**config.mk**
```make
export PLATFORM = sky130hd
export DESIGN_NAME = dmem_bus_responder
export DESIGN_NICKNAME = d
export VERILOG_FILES = /design/src/rtl/dmem_bus_responder.sv
export SDC_FILE = /design/constraint.sdc
export NUM_CORES = 1
export LEC_CHECK = 0
export ABC_AREA = 1
export CAP_MARGIN = 20
export CORE_MARGIN = 2
export CORE_UTILIZATION = 39
export CTS_CLUSTER_SIZE = 30
export DETAILED_ROUTE_END_ITERATION = 7
export PLACE_DENSITY = 0.82
export SETUP_SLACK_MARGIN = 0.3
export SKIP_CTS_REPAIR_TIMING = 1
export SYNTH_ARGS = -nofsm -noshare
export SYNTH_HDL_FRONTEND = slang
export SYNTH_SLANG_ARGS = --single-unit
export TNS_END_PERCENT = 100
```
**constraint.sdc**
```tcl
create_clock -name clk -period 1.9 [get_ports clk]
set_input_delay 0.38 -clock clk [delete_from_list [all_inputs] [get_ports clk]]
set_output_delay 0.38 -clock clk [all_outputs]
set_load 0.005 [all_outputs]
```
**src/rtl/dmem_bus_responder.sv**
```systemverilog
// MEM-stage load/store responder: drives a registered req/ack data bus and
// stalls the pipeline until the access completes, aborts on timeout or flags an error.
module dmem_bus_responder #(
    parameter int unsigned TIMEOUT = 15
) (
    input  logic        clk,
    input  logic        rst,
    input  logic        mem_valid,
    input  logic        mem_ren,
    input  logic        mem_wen,
    input  logic [31:0] mem_addr,
    input  logic [31:0] mem_wdata,
    output logic [31:0] mem_rdata,
    output logic        mem_stall,
    output logic        mem_err,
    output logic        bus_req,
    output logic        bus_we,
    output logic [31:0] bus_addr,
    output logic [31:0] bus_wdata,
    input  logic        bus_ack,
    input  logic [31:0] bus_rdata
);

    localparam int unsigned CW = $clog2(TIMEOUT + 1);

    typedef enum logic [1:0] {
        S_IDLE,
        S_REQ,
        S_DONE
    } state_t;

    state_t        state_q, state_d;
    logic [CW-1:0] cnt_q, cnt_d;
    logic          bus_req_q, bus_req_d;
    logic          bus_we_q, bus_we_d;
    logic [31:0]   bus_addr_q, bus_addr_d;
    logic [31:0]   bus_wdata_q, bus_wdata_d;
    logic [31:0]   mem_rdata_q, mem_rdata_d;
    logic          mem_err_q, mem_err_d;
    logic          start;
    logic          bad_req;

    assign start   = mem_valid & (mem_ren ^ mem_wen) & (mem_addr[1:0] == 2'b00);
    // Any valid request that cannot start is illegal: both ren&wen, or misaligned.
    assign bad_req = mem_valid & (mem_ren | mem_wen) & ~start;

    always_comb begin
        state_d     = state_q;
        cnt_d       = cnt_q;
        bus_req_d   = bus_req_q;
        bus_we_d    = bus_we_q;
        bus_addr_d  = bus_addr_q;
        bus_wdata_d = bus_wdata_q;
        mem_rdata_d = mem_rdata_q;
        mem_err_d   = mem_err_q;
        mem_stall   = 1'b0;

        case (state_q)
            S_IDLE: begin
                if (start) begin
                    mem_stall   = 1'b1;
                    state_d     = S_REQ;
                    cnt_d       = '0;
                    bus_req_d   = 1'b1;
                    bus_we_d    = mem_wen;
                    bus_addr_d  = {mem_addr[31:2], 2'b00};
                    bus_wdata_d = mem_wdata;
                end else if (bad_req) begin
                    mem_err_d = 1'b1;
                end
            end
            S_REQ: begin
                mem_stall = 1'b1;
                cnt_d     = cnt_q + 1'b1;
                // An ack in the final allowed cycle still wins over the timeout.
                if (bus_ack) begin
                    bus_req_d = 1'b0;
                    state_d   = S_DONE;
                    if (!bus_we_q) begin
                        mem_rdata_d = bus_rdata;
                    end
                end else if (cnt_q == CW'(TIMEOUT - 1)) begin
                    bus_req_d = 1'b0;
                    mem_err_d = 1'b1;
                    state_d   = S_DONE;
                end
            end
            S_DONE: begin
                state_d = S_IDLE;
            end
            default: begin
                state_d   = S_IDLE;
                bus_req_d = 1'b0;
            end
        endcase

        if (rst) begin
            mem_stall = 1'b0;
        end
    end

    always_ff @(posedge clk) begin
        if (rst) begin
            state_q     <= S_IDLE;
            cnt_q       <= '0;
            bus_req_q   <= 1'b0;
            bus_we_q    <= 1'b0;
            bus_addr_q  <= '0;
            bus_wdata_q <= '0;
            mem_rdata_q <= '0;
            mem_err_q   <= 1'b0;
        end else begin
            state_q     <= state_d;
            cnt_q       <= cnt_d;
            bus_req_q   <= bus_req_d;
            bus_we_q    <= bus_we_d;
            bus_addr_q  <= bus_addr_d;
            bus_wdata_q <= bus_wdata_d;
            mem_rdata_q <= mem_rdata_d;
            mem_err_q   <= mem_err_d;
        end
    end

    assign bus_req   = bus_req_q;
    assign bus_we    = bus_we_q;
    assign bus_addr  = bus_addr_q;
    assign bus_wdata = bus_wdata_q;
    assign mem_rdata = mem_rdata_q;
    assign mem_err   = mem_err_q;

endmodule

```
After elaboration in Yosys (flattened, before gate mapping)
Cells that the tools add are included.
- register bits: 103
- bits of input ports: 102
- output and inout port bits: 100
- logic and storage cells: 54
- add/sub/neg operators: 1
- equality and inequality tests: 9
- muxes and demuxes: 18
- bitwise logic cells: 9
- reductions and logical operators: 9
- operators by type and width (cell ; count):
    2-bit != test (second input constant) ; 5
    1-bit two-way mux ; 9
    4-bit case mux with 2 select lines ; 1
    2-bit two-way mux ; 3
    2-bit AND reduction ; 3
    3-bit AND reduction ; 2
    5-bit AND reduction ; 1
    4-bit by 1-bit adder with 4-bit output (second input constant) ; 1
    1-bit AND ; 4
    4-bit == test (second input constant) ; 1
    2-bit zero test ; 2
    4-bit two-way mux ; 1
    1-bit case mux with 2 select lines ; 2
    2-bit case mux with 2 select lines ; 1
    3-bit != test (second input constant) ; 1
    1-bit NOT ; 3
    1-bit case mux with 3 select lines ; 1
    2-bit by 1-bit == test with 1-bit output (second input constant) ; 1
    2-bit == test (second input constant) ; 1
    2-bit nonzero test ; 1
    1-bit OR ; 1
    1-bit XOR ; 1

Longest topological paths before layout
Gate-level depths: netlist of the first run.
- depth in word-level cells: 8
- gate-level depth with buffers: 9
- gate-level depth less buffers: 9

Worst setup path before layout of the first run
Ideal clock, no wire load.
- path kind: in2out
- start point: in mem_wen
- end point: out mem_stall
- data arrival time: 1.328 ns
- required time: 1.520 ns
- setup slack: 0.192 ns
- stages on the path: 8
- path buffers: 2
- path through: inv_1 ha_1 nand2_1 inv_2 nand4_2 buf_4 buf_6 a21oi_1
- word-level cells in the longest chain between the ends: 6
- ends and longest elaborated chain (item ; line ; RTL):
    start, declared ; 10 ; input logic mem_wen,
    1-bit XOR ; 43 ; assign start = mem_valid & (mem_ren ^ mem_wen) & (mem_addr[1:0] == 2'b00);
    1-bit AND (2 in a row) ; 43 ;
    1-bit two-way mux ; 60 ; if (start) begin
    1-bit case mux with 2 select lines ; 58 ; case (state_q)
    1-bit two-way mux ; 97 ; if (rst) begin
    end, declared ; 14 ; output logic mem_stall,
No other way between the ends.

Final worst setup path of the first run
- start point: in mem_ren
- end point: out mem_stall
- word-level cells in the longest chain between the ends: 6
- ends and longest elaborated chain (item ; line ; RTL):
    start, declared ; 9 ; input logic mem_ren,
    1-bit XOR ; 43 ;
    1-bit AND (2 in a row) ; 43 ;
    1-bit two-way mux ; 60 ;
    1-bit case mux with 2 select lines ; 58 ;
    1-bit two-way mux ; 97 ;
No other way between the ends.

==> results of run 1 <==
metal layers:
| layer | global-route usage, % | up-vias |
|---|---|---|
| li1 | - | 1901 |
| met1 | 21.17 | 1703 |
| met2 | 35.73 | 144 |
| met3 | 6.293 | 14 |
| met4 | 7.385 | 0 |
| met5 | 0 | - |
where the power goes:
part / internal (uW) / switching, uW / leakage, uW / total [uW]
clock: 652 / 718 / 0.0000968 / 1370
combinational: 351 / 210 / 0.00282 / 562
sequential: 2230 / 34.2 / 0.000858 / 2270
total: 3240 / 963 / 0.00378 / 4200
metrics by stage:
stage	total power, uW	hold slack (ns)	TNS [ns]	util [%]	cell area [sq um]
2_1_floorplan	2492	0.4405	0	-	3796
3_3_place_gp	2876	0.4403	-21.42	63.40	5886
3_5_place_dp	2889	0.4443	-24.38	63.40	5886
4_1_cts	4259	0.4583	-0.9051	65.55	6086
5_1_grt	4397	0.2811	0	68.36	6346
6_report	4202	0.2957	0	68.36	6346
area by class of cell:
class | instances | area, sq um
fill | 762 | 2938
timing repair buffer | 212 | 2321
sequential | 103 | 2121
multi-input combinational | 331 | 1478
tap | 129 | 161.4
clock buffer | 12 | 145.1
inverter | 14 | 65.06
clock inverter | 4 | 55.05
state kept, by name (all words and copies together) (netlist names):
register,count
bus_req,1
mem_rdata,32
state_q,2
bus_we,1
cnt_q,4
mem_err,1
bus_wdata,32
bus_addr,30
worst min-delay path by stage:
stage	end	slack (ns)	depth (start not counted)
after floorplan	mem_err	0.44	2
after global placement	mem_err	0.44	2
after detailed placement	mem_err	0.44	2
after CTS	mem_err	0.46	2
after global routing	bus_we	0.28	3
final	bus_we	0.30	3
kinds of logic (layout without fill, tap and decap cells):
family                   after synthesis  in the layout  synth area share (%)
other                                  1              2                0.1000
AND/OR/NAND/NOR                      220            220                 23.13
AO/OA/AOI/OAI                        106            106                 14.22
flip-flops                           103            103                 55.01
buffers and inverters                 45            242                 6.542
adder cells (fa/ha/maj)                3              3                 1.001
synth_stat cells:
master	n	area (sq um)
nor2_4	2	22.52
nor2_2	1	6.260
o21ai_0	72	360.4
o22ai_1	1	6.260
inv_1	9	33.78
nor2_1	192	720.7
dfxtp_1	103	2062
buf_2	1	5.000
buf_4	10	75.07
a31oi_1	1	6.260
buf_6	5	56.30
nand3_1	6	30.03
nand4_2	1	12.51
nand2_1	17	63.81
ha_1	3	37.54
inv_2	5	18.77
a21oi_1	8	40.04
nand2_4	1	11.26
clkbuf_1	15	56.30
conb_1	1	3.750
o21ai_1	24	120.1
layout by cell type, fill, tap and decap left out, types with 10 or more instances in the layout:
master / netlist / layout
nor2_1: 192 / 192
clkdlybuf4s50_1: 0 / 121
dlymetal6s2s_1: 0 / 75
o21ai_0: 72 / 72
dfxtp_1: 103 / 56
dfxtp_2: 0 / 47
o21ai_1: 24 / 24
nand2_1: 17 / 16
clkbuf_8: 0 / 10
buf_4: 10 / 10
worst min-delay path, stage by stage:
cell and delay [ns]:
buf_4 0.13, inv_6 0.05, a21oi_1 0.05
==> reports/results.tsv, run 1 <==
stage	metric	value	unit
setup_path	path_class	input port to output pin	
synthesis	syn_area_per_cell	7.842	sq um
placement	place_hpwl	7453	microns
clock_network	clk_pin_slew	0.09	ns
drt	wl	10840	microns
min_path	hold_path.class	input port to register	
setup_path	cp_cell_sequence	buf_4 > inv_8 > ha_4 > nand2_2 > inv_2 > nand4_4 > a21oi_2 > buf_2	
global_routing	antenna_found_initial	0	
setup_path	path_buf_inv	4	
sta	fin_crit_sh	88.00	%
placement	dpl.cell_count	787	
drt	routed-wl-met2	5389	microns
die	core	9284	sq um
synthesis	synth-warning-count	0	
clock_network	htreeDepth	3	
die	fp.dieH	102.0	microns
sta	slew_viol_final	0	
die	rows	35	
sta	finalSetupViolCount	0	
min_path	min_from	mem_wen	
drt	drc_errors	0	
clock_network	cts.sinks	103	
cells_and_area	drive_above_1_share	13.61	%
sta	tightestPinTransition	0.5005	ns
setup_path	cp-endpoint	mem_stall	
sta	period_minus_slack	1.672	ns
drt	drtIter0Drc	136	
setup_path	crit_path_end_kind	output pin	
setup_path	r2r_start	state_q[1]	
drt	ant_nets	0	
setup_path	cp.required	1.52	ns
clock_network	clock_path_buffers	2	
synthesis	syn-cell-area	3749	sq um
setup_path	worst-path-stages	8	
setup_path	reg2reg_to	cnt_q[0]	
cells_and_area	stdcell_count	805	
drt	highest_layer	met4	
drt	first_pass_iters	4	
setup_path	critPathTopFamily	buffers and inverters	
die	io_pins	202	
cells_and_area	antenna_cells	0	
cells_and_area	nets	776	
synthesis	synth-seq-area-share	55.01	%
synthesis	synth-seq-cells	103	
setup_path	rrSetupSlack	0.54	ns
die	start_util	40.38	%
die	die_w	102.0	microns
clock_network	clk_latency	0.34	ns
sta	finalHoldViolCount	0	
sta	skew	0.008050	ns
global_routing	grt_usage	19.62	%
global_routing	grt_pass1_vias	3776	
cells_and_area	syn2layout_area_growth	69.29	%
setup_path	crit_arrival	1.29	ns
global_routing	grt_overflow	0	
synthesis	syn_inst	478	
sta	slew_headroom	66.63	%
placement	dp_slack	-0.5930	ns
global_routing	grt_pass1_wl	16390	microns
placement	gp_congestion	0.7846	
setup_path	cpMaxStageDelayCell	ha_4	
setup_path	max_stage_delay	0.25	ns
setup_path	crit_fanout	2	
sta	fin_ws	0.2280	ns
pwr	p_leak	0.003775	uW
clock_network	cts-buffers-inserted	9	
synthesis	ys_types	21	
pwr	power_density	662.1	nW/um^2
drt	viasPerCell	4.673	
placement	port_buffers	199	
status	status	completed	
die	die_area	10410	sq um
drt	wirelength_met1	4380	microns
drt	met3_length	898	microns
sta	rsz0062_at_grt	true	
clock_network	cts_root_buffer	clkbuf_8	
drt	vias	3762	
global_routing	grt_max_degree	68	
sta	clock.fmax	0.5981	GHz
setup_path	cp-start-kind	input port	
setup_path	cp-startpoint	mem_ren	
pwr	vdd_drop_max	465.9	uV
drt	wire_per_inst	13.46	microns
setup_path	reg2reg_depth	5	
clock_network	cts_tree	built	
run	cap_violations	0	
No activity file was read; power rests on OpenSTA's default activity.
==> inputs of run 2 (changes only) <==
--- a/config.mk
+++ b/config.mk
@@ -9,8 +9,10 @@
 export CAP_MARGIN = 20
 export CORE_MARGIN = 2
 export CORE_UTILIZATION = 39
+export CTS_CLUSTER_DIAMETER = 30
 export CTS_CLUSTER_SIZE = 30
 export DETAILED_ROUTE_END_ITERATION = 7
+export GPL_TIMING_DRIVEN = 0
 export PLACE_DENSITY = 0.82
 export SETUP_SLACK_MARGIN = 0.3
 export SKIP_CTS_REPAIR_TIMING = 1
==> constraint.sdc (replaced) <==
create_clock -name clk -period 1.7 [get_ports clk]
set_input_delay 0.34 -clock clk [delete_from_list [all_inputs] [get_ports clk]]
set_output_delay 0.34 -clock clk [all_outputs]
set_load 0.005 [all_outputs]
==> run 2 against run 1 <==
The flow now finishes with violations (negative setup slack). Setup slack worse by 0.28 ns. Final cell count grew 4.0%. Sequential cell count is the same. Power increased by 17%. Combinational power increased by 19%. Sequential share of layout area is 1.6 points lower. Clock power increased by 26%. Count of clock-buffer cells in the layout down 2. Register-to-register slack lost 0.31 ns. Routed wire length is 7.2% higher. Largest power group unchanged.
==> reports/results.tsv, run 2 (synthesis gave the netlist of run 1 again) <==
stage	metric	value	unit	change
pwr	p_int	3790	uW	was 3239 uW
clock_network	clk_latency	0.35	ns	was 0.34 ns
drt	ant_nets	0		unchanged
clock_network	clk_pin_slew	0.09	ns	about the same
global_routing	grt_pass1_vias	3681		was 3776
die	start_util	40.38	%	unchanged
pwr	power_frac_comb	13.5	%	was 13.4%
drt	wire_per_inst	13.87	microns	was 13.46 microns
pwr	vdd_drop_max	589.5	uV	was 465.9 uV
status	status	finished, violations left		was completed
global_routing	grt_pass1_wl	16840	microns	was 16390 microns
cells_and_area	final_common_cell	nor2_1		unchanged
clock_network	cts-buffers-inserted	9		unchanged
sta	rsz0062_at_grt	true		unchanged
sta	whs	0.2307	ns	was 0.2957 ns
cells_and_area	layout_common_cells	192 x nor2_1, 101 x dlymetal6s2s_1, 95 x clkdlybuf4s50_1		was 192 x nor2_1, 121 x clkdlybuf4s50_1, 75 x dlymetal6s2s_1
placement	port_buffers	199		unchanged
sta	period_minus_slack	1.753	ns	
setup_path	crit_fanout	5		was 2
setup_path	cp-start-kind	input port		unchanged
setup_path	cp.required	1.36	ns	was 1.52 ns
clock_network	htreeDepth	3		unchanged
sta	finalHoldViolCount	0		unchanged
clock_network	cts_tree	built		unchanged
drt	vias	3934		was 3762
cells_and_area	drive_above_1_share	17.66	%	was 13.61%
global_routing	grt_max_degree	18		was 68
sta	skew	0.01034	ns	was 0.008050 ns
cells_and_area	nets	808		was 776
sta	clock.fmax	0.5705	GHz	
min_path	hold_path.class	input port to register		unchanged
pwr	power.switching	1136	uW	was 963.0 uW
global_routing	grt_overflow	0		unchanged
drt	drtIter0Drc	92		was 136
setup_path	crit_path_end_kind	output pin		unchanged
sta	slew_viol_final	0		unchanged
pwr	switching_share	23.06	%	was 22.92%
drt	viasPerCell	4.700		was 4.673
die	die_w	102.0	microns	unchanged
clock_network	clock_path_buffers	2		unchanged
cells_and_area	fillers	738		was 762
global_routing	antenna_found_initial	0		unchanged
sta	finalSetupViolCount	1		was 0
die	fp.dieH	102.0	microns	unchanged
placement	place_hpwl	8281	microns	was 7453 microns
setup_path	path_class	input port to output pin		unchanged
pwr	power_density	736.9	nW/um^2	was 662.1 nW/um^2
sta	fin_crit_sh	103.1	%	
status	violations	negative setup slack		
cells_and_area	stdcell_count	837		was 805
placement	gp_congestion	0.7649		was 0.7846
pwr	p_seq_share	51.4	%	was 54.0%
pwr	clkPwrFrac	35.0	%	was 32.6%
drt	first_pass_iters	4		unchanged
pwr	power	4926	uW	was 4202 uW
clock_network	cts.sinks	103		unchanged
drt	drc_errors	0		unchanged
clock_network	cts_root_buffer	clkbuf_8		unchanged
die	core	9284	sq um	unchanged
die	die_area	10410	sq um	unchanged
die	io_pins	202		unchanged
setup_path	crit_arrival	1.41	ns	was 1.29 ns
cells_and_area	antenna_cells	0		unchanged
die	rows	35		unchanged
sta	fin_ws	-0.05290	ns	was 0.2280 ns
pwr	p_leak	0.004391	uW	was 0.003775 uW
cells_and_area	syn2layout_area_growth	78.34	%	was 69.29%
run	cap_violations	0		unchanged
global_routing	grt_usage	20.38	%	was 19.62%
placement	dpl.cell_count	807		was 787
drt	wl	11610	microns	was 10840 microns
## run 2: stage by stage
| step | instance area (sq um) | util, % | TNS (ns) | worst slack, ns |
|---|---|---|---|---|
| after floorplan | 3796 | - | 0 | 0.1662 |
| after global placement | 5949 | 64.08 | -28.83 | -1.062 |
| after detailed placement | 5949 | 64.08 | -31.47 | -1.058 |
| after CTS | 6180 | 66.56 | -3.975 | -1.060 |
| after global routing | 6685 | 72.01 | -0.1187 | -0.1187 |
| final | 6685 | 72.01 | -0.05290 | -0.05290 |
## run 2: cell type report
class                      instances  area (sq um)  share of cell area [%]
buffer                            31         242.7                   3.631
clock inverter                     6         92.59                   1.385
sequential                       103          2126                   31.80
clock buffer                      10         137.6                   2.059
multi-input combinational        332          1495                   22.37
tap                              129         161.4                   2.414
inverter                          14         77.57                   1.160
timing repair buffer             212          2352                   35.19
## run 2: worst paths after layout
kind	from	to	slack [ns]	cells after the start
worst max-delay path	mem_ren	mem_stall	-0.05	10
worst min-delay path	mem_wen	bus_we	0.23	3
worst max register to register	state_q[1]	mem_rdata[19]	0.23	7
worst min register to register	mem_err	mem_err	0.47	2
## run 2: worst max-delay path: stages
cell,delay [ns]
buf_6,0.09
inv_8,0.03
ha_4,0.25
nand2_2,0.04
inv_2,0.07
nand4_4,0.11
buf_8,0.15
buf_8,0.11
a21oi_2,0.10
buf_2,0.13
## run 2: power groups by stage
stage               clock, uW  combinational [uW]  sequential, uW
floorplan                   0                 193            2590
global placement            0                 635            2580
CTS                      1780                 652            2530
detailed placement          0                 647            2590
finish                   1730                 666            2530
global route             1890                 726            2540
## run 2: routing by layer
metal  part of all wire (%)  GRT usage, %
met1                     39         23.19
met2                     51         36.03
met3                    8.4         6.566
met5                      0             0
met4                    1.3         6.974
==> inputs of run 3 (changes only) <==
--- a/config.mk
+++ b/config.mk
@@ -7,13 +7,15 @@
 export LEC_CHECK = 0
 export ABC_AREA = 1
 export CAP_MARGIN = 20
+export CELL_PAD_IN_SITES_DETAIL_PLACEMENT = 1
+export CELL_PAD_IN_SITES_GLOBAL_PLACEMENT = 2
 export CORE_MARGIN = 2
-export CORE_UTILIZATION = 39
+export CORE_UTILIZATION = 20
 export CTS_CLUSTER_DIAMETER = 30
 export CTS_CLUSTER_SIZE = 30
 export DETAILED_ROUTE_END_ITERATION = 7
 export GPL_TIMING_DRIVEN = 0
-export PLACE_DENSITY = 0.82
+export PLACE_DENSITY = 0.81
 export SETUP_SLACK_MARGIN = 0.3
 export SKIP_CTS_REPAIR_TIMING = 1
 export SYNTH_ARGS = -nofsm -noshare
==> run 3 against run 2 <==
The flow still finishes with violations (negative setup slack). Critical path depth unchanged. Worst hold slack improved by 0.10 ns. Maximum frequency increased by 2.0%. Global-route usage decreased by 7.3 points. Non-clock buffer count shrank 3. Final cell count is 12% higher. Combinational power about the same. First-iteration DRC count grew 20%. Critical path type unchanged. Critical endpoint unchanged. Largest cell class unchanged. Highest routed layer unchanged.
==> reports/results.tsv, run 3 (synthesis gave the netlist of run 1 again) <==
stage	metric	value	unit	change
clock_network	clock_path_buffers	2		unchanged
drt	ant_nets	0		unchanged
setup_path	reg2reg_to	bus_wdata[29]		was mem_rdata[19]
setup_path	rrSetupSlack	0.36	ns	was 0.23 ns
sta	period_minus_slack	1.718	ns	was 1.753 ns
pwr	clkPwrFrac	41.0	%	was 35.0%
setup_path	cp-endpoint	mem_stall		unchanged
placement	dpl.cell_count	912		was 807
cells_and_area	layout_common_cells	185 x nor2_1, 101 x dlymetal6s2s_1, 95 x clkdlybuf4s50_1		was 192 x nor2_1, 101 x dlymetal6s2s_1, 95 x clkdlybuf4s50_1
setup_path	crit_arrival	1.38	ns	was 1.41 ns
placement	gp_congestion	0.7662		was 0.7649
drt	drtIter0Drc	110		was 92
min_path	hold_path.class	input port to register		unchanged
clock_network	htreeDepth	3		unchanged
global_routing	grt_max_degree	16		was 18
placement	place_hpwl	10160	microns	was 8281 microns
pwr	power.switching	1200	uW	was 1136 uW
cells_and_area	stdcell_count	937		was 837
cells_and_area	fin_area	6824	sq um	was 6685 sq um
setup_path	path_common_cell	buf_8		unchanged
sta	rsz0062_at_grt	true		unchanged
setup_path	max_stage_delay	0.25	ns	about the same
sta	fin_tns_setup	-0.01833	ns	was -0.05290 ns
pwr	power	5430	uW	was 4926 uW
die	rows	50		was 35
setup_path	cp-startpoint	mem_wen		was mem_ren
pwr	p_seq_share	46.7	%	was 51.4%
global_routing	grt_overflow	0		unchanged
sta	clock.fmax	0.5820	GHz	was 0.5705 GHz
cells_and_area	nets	804		was 808
drt	viasPerCell	4.225		was 4.700
setup_path	r2r_start	state_q[1]		unchanged
setup_path	crit_fanout	6		was 5
sta	fin_crit_sh	101.1	%	was 103.1%
setup_path	cp_cell_sequence	buf_8 > inv_6 > ha_4 > nand2_2 > inv_2 > nand4_4 > buf_8 > buf_8 > a21oi_2 > buf_2		was buf_6 > inv_8 > ha_4 > nand2_2 > inv_2 > nand4_4 > buf_8 > buf_8 > a21oi_2 > buf_2
setup_path	path_class	input port to output pin		unchanged
drt	wire_per_inst	14.60	microns	was 13.87 microns
sta	finalHoldViolCount	0		unchanged
setup_path	crit_path_end_kind	output pin		unchanged
placement	postPlaceCellArea	6081	sq um	was 5949 sq um
clock_network	cts-buffers-inserted	9		unchanged
pwr	power_density	795.7	nW/um^2	was 736.9 nW/um^2
die	start_util	20.24	%	was 40.38%
setup_path	worst-path-stages	10		unchanged
clock_network	cts_root_buffer	clkbuf_16		was clkbuf_8
cells_and_area	syn2layout_area_growth	82.04	%	was 78.34%
clock_network	cts_tree	built		unchanged
die	core	18520	sq um	was 9284 sq um
pwr	p_leak	0.004375	uW	was 0.004391 uW
drt	drc_errors	0		unchanged
pwr	p_int	4230	uW	was 3790 uW
sta	fin_ws	-0.01833	ns	was -0.05290 ns
clock_network	clk_pin_slew	0.07	ns	was 0.09 ns
die	io_pins	202		unchanged
global_routing	grt_usage	13.10	%	was 20.38%
setup_path	cp.required	1.36	ns	about the same
cells_and_area	final_common_cell	nor2_1		unchanged
sta	skew	0.003978	ns	was 0.01034 ns
status	status	finished, violations left		unchanged
setup_path	path_buf_inv	6		unchanged
clock_network	cts.sinks	103		unchanged
global_routing	grt_pass1_wl	20890	microns	was 16840 microns
drt	wl	13680	microns	was 11610 microns
die	fp.dieH	140.9	microns	was 102.0 microns
drt	first_pass_iters	4		unchanged
global_routing	grt_pass1_vias	4141		was 3681
status	violations	negative setup slack		unchanged
pwr	switching_share	22.10	%	was 23.06%
die	die_w	140.9	microns	was 102.0 microns
global_routing	antenna_found_initial	0		unchanged
pwr	vdd_drop_max	413.3	uV	was 589.5 uV
setup_path	reg2reg_depth	7		unchanged
cells_and_area	drive_above_1_share	13.09	%	was 17.66%
pwr	power_frac_comb	12.3	%	was 13.5%
die	die_area	19850	sq um	was 10410 sq um
sta	slew_viol_final	0		unchanged
setup_path	critPathTopFamily	buffers and inverters		unchanged
setup_path	cpMaxStageDelayCell	ha_4		unchanged
setup_path	cp-start-kind	input port		unchanged
run	cap_violations	0		unchanged
clock_network	clk_latency	0.34	ns	was 0.35 ns
sta	finalSetupViolCount	1		unchanged
placement	port_buffers	199		unchanged
drt	vias	3959		was 3934
cells_and_area	antenna_cells	0		unchanged
-- run 3: cell types whose count changed in the layout (fill, tap and decap cells not counted), sizes merged --
| cell | previous run | this run |
|---|---|---|
| clkinv | 2 | 1 |
| nor2 | 196 | 195 |
| clkbuf | 23 | 26 |
| inv | 14 | 13 |
| buf | 34 | 30 |
| clkinvlp | 2 | 1 |
-- run 3: worst register-to-register path, cell delays in order (launching register included) --
cell	delay (ns)
dfxtp_1	0.40
inv_2	0.08
nand2_1	0.12
nor2_4	0.06
buf_12	0.14
buf_4	0.17
o21ai_0	0.21
nor2_1	0.07
-- run 3: worst min-delay path by stage --
stage / startpoint / end / cells after the start
6_report: mem_wen / bus_we / 4
5_1_grt: mem_wen / bus_we / 4
4_1_cts: mem_err / mem_err / 2
3_5_place_dp: mem_err / mem_err / 2
3_3_place_gp: mem_err / mem_err / 2
2_1_floorplan: rst / bus_req / 1
-- run 3: stage by stage --
step | hold WS [ns] | util (%) | worst slack [ns]
detailed placement | 0.4513 | 32.84 | -1.112
CTS | 0.4618 | 34.53 | -1.124
global placement | 0.4457 | 32.84 | -1.106
global route | 0.3277 | 36.85 | -0.08933
floorplan | 0.4091 | - | 0.1662
finish | 0.3349 | 36.85 | -0.01833
-- run 3: routing by layer --
metal  track usage, %  vias to the layer above  part of all wire (%)
li1                 -                     1963                     -
met1            15.40                     1858                    44
met2            22.46                      124                    48
met3            4.178                       14                   6.6
met4            4.737                        0                   1.7
met5                0                        -                     0
-- run 3: power groups by stage --
stage	Sequential [uW]	Clock, uW	Combinational [uW]
5_1_grt	2540	2430	732
3_5_place_dp	2590	0	666
3_3_place_gp	2590	0	653
4_1_cts	2540	2330	671
6_report	2540	2230	667
2_1_floorplan	2590	0	193
-- run 3: area by class of cell --
cell class	count	area, sq um
timing repair buffer	210	2349
clock buffer	12	246.5
fill	2167	11690
multi-input combinational	331	1500
tap	234	292.8
buffer	30	207.7
clock inverter	3	67.56
inverter	14	72.57
sequential	103	2088
